==> src/rtl/ndro_bank.sv <==
// Bank of WIDTH non-destructive readout cells sharing one readout strobe, with
// per-lane setup/hold checking against the strobe and a saturating violation counter.
module ndro_bank #(
    parameter int WIDTH       = 8,
    parameter int SETUP_CYC   = 1,
    parameter int HOLD_CYC    = 2,
    parameter int DESTRUCTIVE = 0,
    parameter int CNT_W       = 8
) (
    input  logic             clk,
    input  logic             reset,
    input  logic [WIDTH-1:0] set_i,
    input  logic [WIDTH-1:0] clr_i,
    input  logic             rd_i,
    output logic [WIDTH-1:0] state_q,
    output logic [WIDTH-1:0] rd_data,
    output logic             rd_valid,
    output logic [WIDTH-1:0] viol_setup,
    output logic [WIDTH-1:0] viol_hold,
    output logic [WIDTH-1:0] conflict,
    output logic [CNT_W-1:0] viol_cnt
);

    localparam int SAT = ((SETUP_CYC > HOLD_CYC) ? SETUP_CYC : HOLD_CYC) + 1;
    localparam int AW  = $clog2(SAT + 1);
    localparam logic [AW-1:0] SAT_V   = AW'(SAT);
    localparam logic [AW-1:0] SETUP_V = AW'(SETUP_CYC);
    localparam logic [AW-1:0] HOLD_V  = AW'(HOLD_CYC);

    // age_q[i]: cycles since the last set/clr event on lane i (never below 1).
    // since_rd_q: cycles since the last rd_i. Both saturate at SAT.
    logic [AW-1:0]    age_q [WIDTH];
    logic [AW-1:0]    since_rd_q;

    logic [WIDTH-1:0] event_v;
    logic [WIDTH-1:0] conflict_d;
    logic [WIDTH-1:0] setup_d;
    logic [WIDTH-1:0] hold_d;
    logic [WIDTH-1:0] state_d;
    logic             any_viol;

    always_comb begin
        event_v    = set_i | clr_i;
        conflict_d = set_i & clr_i;
        setup_d    = '0;
        hold_d     = '0;
        for (int i = 0; i < WIDTH; i++) begin
            // Ages start at 1, so SETUP_CYC=0 can never match here.
            if (rd_i && (age_q[i] <= SETUP_V)) begin
                setup_d[i] = 1'b1;
            end
            // An event in the same cycle as rd_i is distance 0 and always violates.
            if (event_v[i] && (rd_i || (since_rd_q < HOLD_V))) begin
                hold_d[i] = 1'b1;
            end
        end
        state_d = (state_q | (set_i & ~clr_i)) & ~(clr_i & ~set_i);
        if ((DESTRUCTIVE != 0) && rd_i) begin
            state_d = set_i;
        end
        any_viol = |(setup_d | hold_d | conflict_d);
    end

    always_ff @(posedge clk) begin
        if (reset) begin
            state_q    <= '0;
            rd_data    <= '0;
            rd_valid   <= 1'b0;
            viol_setup <= '0;
            viol_hold  <= '0;
            conflict   <= '0;
            viol_cnt   <= '0;
            since_rd_q <= SAT_V;
            for (int i = 0; i < WIDTH; i++) begin
                age_q[i] <= SAT_V;
            end
        end else begin
            state_q    <= state_d;
            rd_valid   <= rd_i;
            rd_data    <= rd_i ? state_q : '0;
            viol_setup <= setup_d;
            viol_hold  <= hold_d;
            conflict   <= conflict_d;
            if (any_viol && (viol_cnt != {CNT_W{1'b1}})) begin
                viol_cnt <= viol_cnt + CNT_W'(1);
            end
            if (rd_i) begin
                since_rd_q <= AW'(1);
            end else if (since_rd_q != SAT_V) begin
                since_rd_q <= since_rd_q + AW'(1);
            end
            for (int i = 0; i < WIDTH; i++) begin
                if (event_v[i]) begin
                    age_q[i] <= AW'(1);
                end else if (age_q[i] != SAT_V) begin
                    age_q[i] <= age_q[i] + AW'(1);
                end
            end
        end
    end

endmodule
==> config.mk <==
export PLATFORM = sky130hd
export DESIGN_NAME = ndro_bank
export DESIGN_NICKNAME = d
export VERILOG_FILES = /design/src/rtl/ndro_bank.sv
export SDC_FILE = /design/constraint.sdc
export NUM_CORES = 1
export LEC_CHECK = 0
export ABC_CLOCK_PERIOD_IN_PS = 2800
export BUFFER_PORTS_ARGS = -buffer_cell sky130_fd_sc_hd__buf_2
export CELL_PAD_IN_SITES_DETAIL_PLACEMENT = 0
export CELL_PAD_IN_SITES_GLOBAL_PLACEMENT = 1
export CORE_ASPECT_RATIO = 1.4
export CORE_UTILIZATION = 40
export DETAILED_ROUTE_END_ITERATION = 8
export PLACE_DENSITY_LB_ADDON = 0.1
export SETUP_SLACK_MARGIN = 0.05
export SYNTH_ARGS = -nofsm -noshare
export SYNTH_HDL_FRONTEND = slang
export SYNTH_SLANG_ARGS = --single-unit
export TNS_END_PERCENT = 50
==> constraint.sdc <==
create_clock -name clk -period 2.8 [get_ports clk]
set_clock_uncertainty 0.2 [all_clocks]
set_input_delay 0.14 -clock clk [delete_from_list [all_inputs] [get_ports clk]]
set_output_delay 0.14 -clock clk [all_outputs]
set_load 0.01 [all_outputs]
# [After elaboration in Yosys (flattened, before gate mapping)]
# Memory sizes are Yosys's and may differ from the RTL's.
# Index checks and enable logic that the tools add are counted.
# W data, S select, Z words.
[word_totals] reg_bits=51 ramBits=16 input_bits=19 output_inout_bits=49 word_cells=181 memories=1
[classes] addsub=10 n_lt_le_gt_ge=9 eq_ne=10 muxes=92 bitwise=28 n_reduce_logical=22
[mem_list] name="age_q" words=8 word_bits=2 read_ports=8 rd_ports_with_merged_regs=0 write_ports=8 line="32" source="logic [AW-1:0] age_q [WIDTH];"
[ops] op="$mux W1" count=74
[ops] op="$mux W2" count=18
[ops] op="$and A8 B8 Y8" count=4
[ops] op="$or A8 B8 Y8" count=4
[ops] op="$not A8 Y8" count=3
[ops] op="$add A2 B1 Y2 const B" count=9
[ops] op="$ne A2 B2 Y1 const B" count=9
[ops] op="$logic_and A1 B1 Y1" count=17
[ops] op="$le A2 B1 Y1 const B" count=8
[ops] op="$or A1 B1 Y1" count=16
[ops] op="$add A8 B1 Y8 const B" count=1
[ops] op="$ne A8 B8 Y1 const B" count=1
[ops] op="$reduce_or A8 Y1" count=1
[ops] op="$reduce_or A2 Y1" count=2
[ops] op="$lt A2 B2 Y1 const B" count=1
[ops] op="$reduce_bool A2 Y1" count=1
[ops] op="$logic_or A1 B1 Y1" count=1
[ops] op="$not A1 Y1" count=1

# [Logic depth before layout (Yosys ltp)]
[logic_depth] depth_word=8 mapped_depth=8 depth_no_buf=8

# [Worst setup path before layout]
# Ideal clock, no wire load.
[synth_timing] path_kind="register to register" from="mem age_q[1][2] (netlist bit)" to="reg viol_cnt[7]" setup_ns=0.123 arrival_time_ns=1.782 required_ns=2.477 path_slack_ns=0.695 path_stages_with_launch=8 path_buffers=0 period_less_slack_ns=2.105 cell_sequence="edfxtp_1 ha_1 nor4bb_1 and4_1 o22ai_2 nor2_2 nor4_1 mux2_1"
[synth_rtl] element="from (decl)" line="32"
[synth_rtl] element="to (signal assigned)" line="85" source="viol_cnt <= viol_cnt + CNT_W'(1);"
[synth_rtl] element="to (decl)" line="21" source="output logic [CNT_W-1:0] viol_cnt"

==> impl_metrics.toml <==
[run_status]
outcome = "completed"

[route]
wl_mm = 5.875
antenna_left = 0
first_pass_iters = 4
vias_per_cell = 4.766
dr.first_iter.drc_count = 45
wl_per_cell_um = 12.37
via_count = 2264
drc = 0

[synth]
async_reset_ff_frac = 0
synth_edf_count = 16
synth_cell_type_count = 39
ys_ff_latch = 67
netlist_area_um2 = 2788
syn_area_per_cell_um2 = 9.956
synthCells = 280
ys_dominant_reg_cell = "dfxtp_1"
synth_warnings = 0
syn_nets = 317
ys_seq_area_frac = 0.5386

[sta]
slew-limit-headroom = 0.5528
clock.fmax_mhz = 399.8
setup_viol_count_final = 0
fin_crit_ps = 2501
period_share = 0.8933
tns_ps = 0
finalHoldViolations = 0
worst_pin_slew_ps = 669.4
drv_slew = 0
rsz0062_at_grt = "false"

[power_and_ir_drop]
power_frac_comb = 0.123
ir_drop_mv = 0.3200
pwr-share-clk = 0.384
power.leakage_nw = 1.675
seqPwrFrac = 0.493
p_sw_uw = 524.7
p_per_area_nw_per_um2 = 588.2
internal_power_mw = 1.648
power_switching_share = 0.2415

[finish]
mostFrequentLayoutCell = "buf_2"
fin_nets = 415
antenna_cells = 0
drive_above_1_share = 0.2324
syn2layout_area_growth_pct = 32.50
layout_common_cells = "buf_2 (67), nor2_1 (57), dfxtp_1 (51), dlygate4sd3_1 (25), ha_1 (18)"
utilization = 0.5549
nFillCells = 675

[die]
die_y_um = 100.8
fp.dieArea_um2 = 7312
row_count = 35
initial_core_util = 0.4188
die_w_um = 72.56
coreArea_um2 = 6656
io_pins = 68

[setup_path]
path_class = "flip-flop to flip-flop"
crit_required_ps = 2830
end_kind = "flip-flop"
cp.arrival_ps = 2530
worstSetupStartpointType = "flip-flop"
cp_max_fo = 7

[cts]
clk_latency_ps = 340
cts-buffers-inserted = 9
cts_tree = "done"
cts.path.max_buffers = 2
cts-root-buf = "clkbuf_8"
cts_setup_buffers = 0
cts_sinks = 67
htreeDepth = 3
worst_setup_hold_path_clk_slew_ps = 70
post_cts_resized = 0

[place]
hpwl_mm = 4.140
io_buffers = 67
gp_congestion = 0.6973

[global_route]
grt_pass1_vias = 2141
grt_pass1_wl_mm = 9.818
grt_usage = 0.1782
overflow = 0
grt_start_max_net_pins = 26
antenna_found_initial = 0

[min_path]
hold_path_class = "input pin to flip-flop"

[run]
maxCapViolCount = 0
-- final timing paths --
kind | cells past startpoint | slack [ps] | startpoint | endpoint
worst min register to register | 2 | 300 | state_q[7]$_SDFF_PP0_ | state_q[7]$_SDFF_PP0_
worst min-delay path | 2 | 20 | reset | conflict[1]$_SDFF_PP0_
worst max register to register | 7 | 300 | age_q[1][2]$_SDFFCE_PN1P_ | viol_cnt[7]$_SDFFE_PP0P_
worst max-delay path | 7 | 300 | age_q[1][2]$_SDFFCE_PN1P_ | viol_cnt[7]$_SDFFE_PP0P_
-- routing by layer --
metal | GRT usage | part of all wire | vias up
met3 | 0.03800 | 0.036 | 11
met5 | 0 | 0 | -
met2 | 0.2876 | 0.47 | 53
li1 | - | - | 1159
met1 | 0.2248 | 0.48 | 1041
met4 | 0.08597 | 0.020 | 0
-- sequential cells by signal, summed over array words and instances (netlist names) --
signal      flops
age_q          16
conflict        8
rd_data         8
state_q         8
viol_cnt        8
viol_hold       8
viol_setup      8
since_rd_q      2
rd_valid        1
-- cell families (layout without fill, tap and decap cells) --
group	Yosys count	in the layout	synth area share
and+or+nand+nor	130	130	0.2365
buffers and inverters	16	119	0.02154
AOI/OAI and AO/OA	43	43	0.1019
muxes	3	3	0.01122
DFF	67	67	0.5386
adders and majority gates	18	18	0.08079
xor gates and xnor gates	3	3	0.009427
-- through the flow --
stage               power (mW)  hold slack, ps  instances  instance area [µm²]  worst slack (ps)
floorplan                1.238           43.36        280                 2788             694.9
global placement         1.332           197.0        434                 3227             301.3
detailed placement       1.334           199.9        434                 3227             238.6
CTS                      2.204           18.45        475                 3694             239.0
global route             2.287           42.55        475                 3694             128.1
finish                   2.173           20.55        475                 3694             298.8
-- worst max-delay path: stages (launching register included) --
cell	delay [ps]
edfxtp_1	420
ha_1	230
nor4bb_1	420
and4_1	320
o22ai_2	100
nor2_2	280
nor4_1	110
mux2_1	310
-- synth_stat cells (3+ instances only) --
cell type / count / area (µm²)
nor2b_1: 3 / 18.77
nand2b_1: 8 / 50.05
a22oi_1: 4 / 30.03
nand2_1: 17 / 63.81
edfxtp_1: 16 / 480.5
nor2_1: 57 / 214.0
inv_1: 9 / 33.78
nor4bb_1: 4 / 40.04
ha_1: 18 / 225.2
dfxtp_1: 51 / 1021
a21o_1: 8 / 60.06
nand3b_1: 8 / 60.06
clkbuf_1: 7 / 26.28
o21a_1: 8 / 60.06
a21oi_1: 12 / 60.06
nor3_1: 5 / 25.02
nand3_1: 6 / 30.03
and2_1: 8 / 50.05
o21ai_0: 6 / 30.03
and4_1: 3 / 26.28
-- area by class of cell --
type,instances,area (µm²),share of cell area
inverters,9,33.78,0.009146
multi-input cells,197,1226,0.3320
repair buffers,94,600.6,0.1626
flip-flops and latches,67,1501,0.4065
well taps,92,115.1,0.03117
clock buffers,14,205.2,0.05556
clock inverters,2,11.26,0.003049
-- power by group through the flow --
| stage | Combinational, mW | Clock (mW) | Sequential, mW |
|---|---|---|---|
| after CTS | 0.270 | 0.864 | 1.07 |
| after global routing | 0.304 | 0.906 | 1.08 |
| after detailed placement | 0.242 | 0 | 1.09 |
| final | 0.266 | 0.835 | 1.07 |
| after global placement | 0.240 | 0 | 1.09 |
| after floorplan | 0.130 | 0 | 1.11 |
-- timing repair --
action,in CTS,in global routing
hold endpoints to repair,30,0
setup endpoints to repair,0,0
hold buffers,25,0
Note: power is estimated with default switching activity, not from simulation.
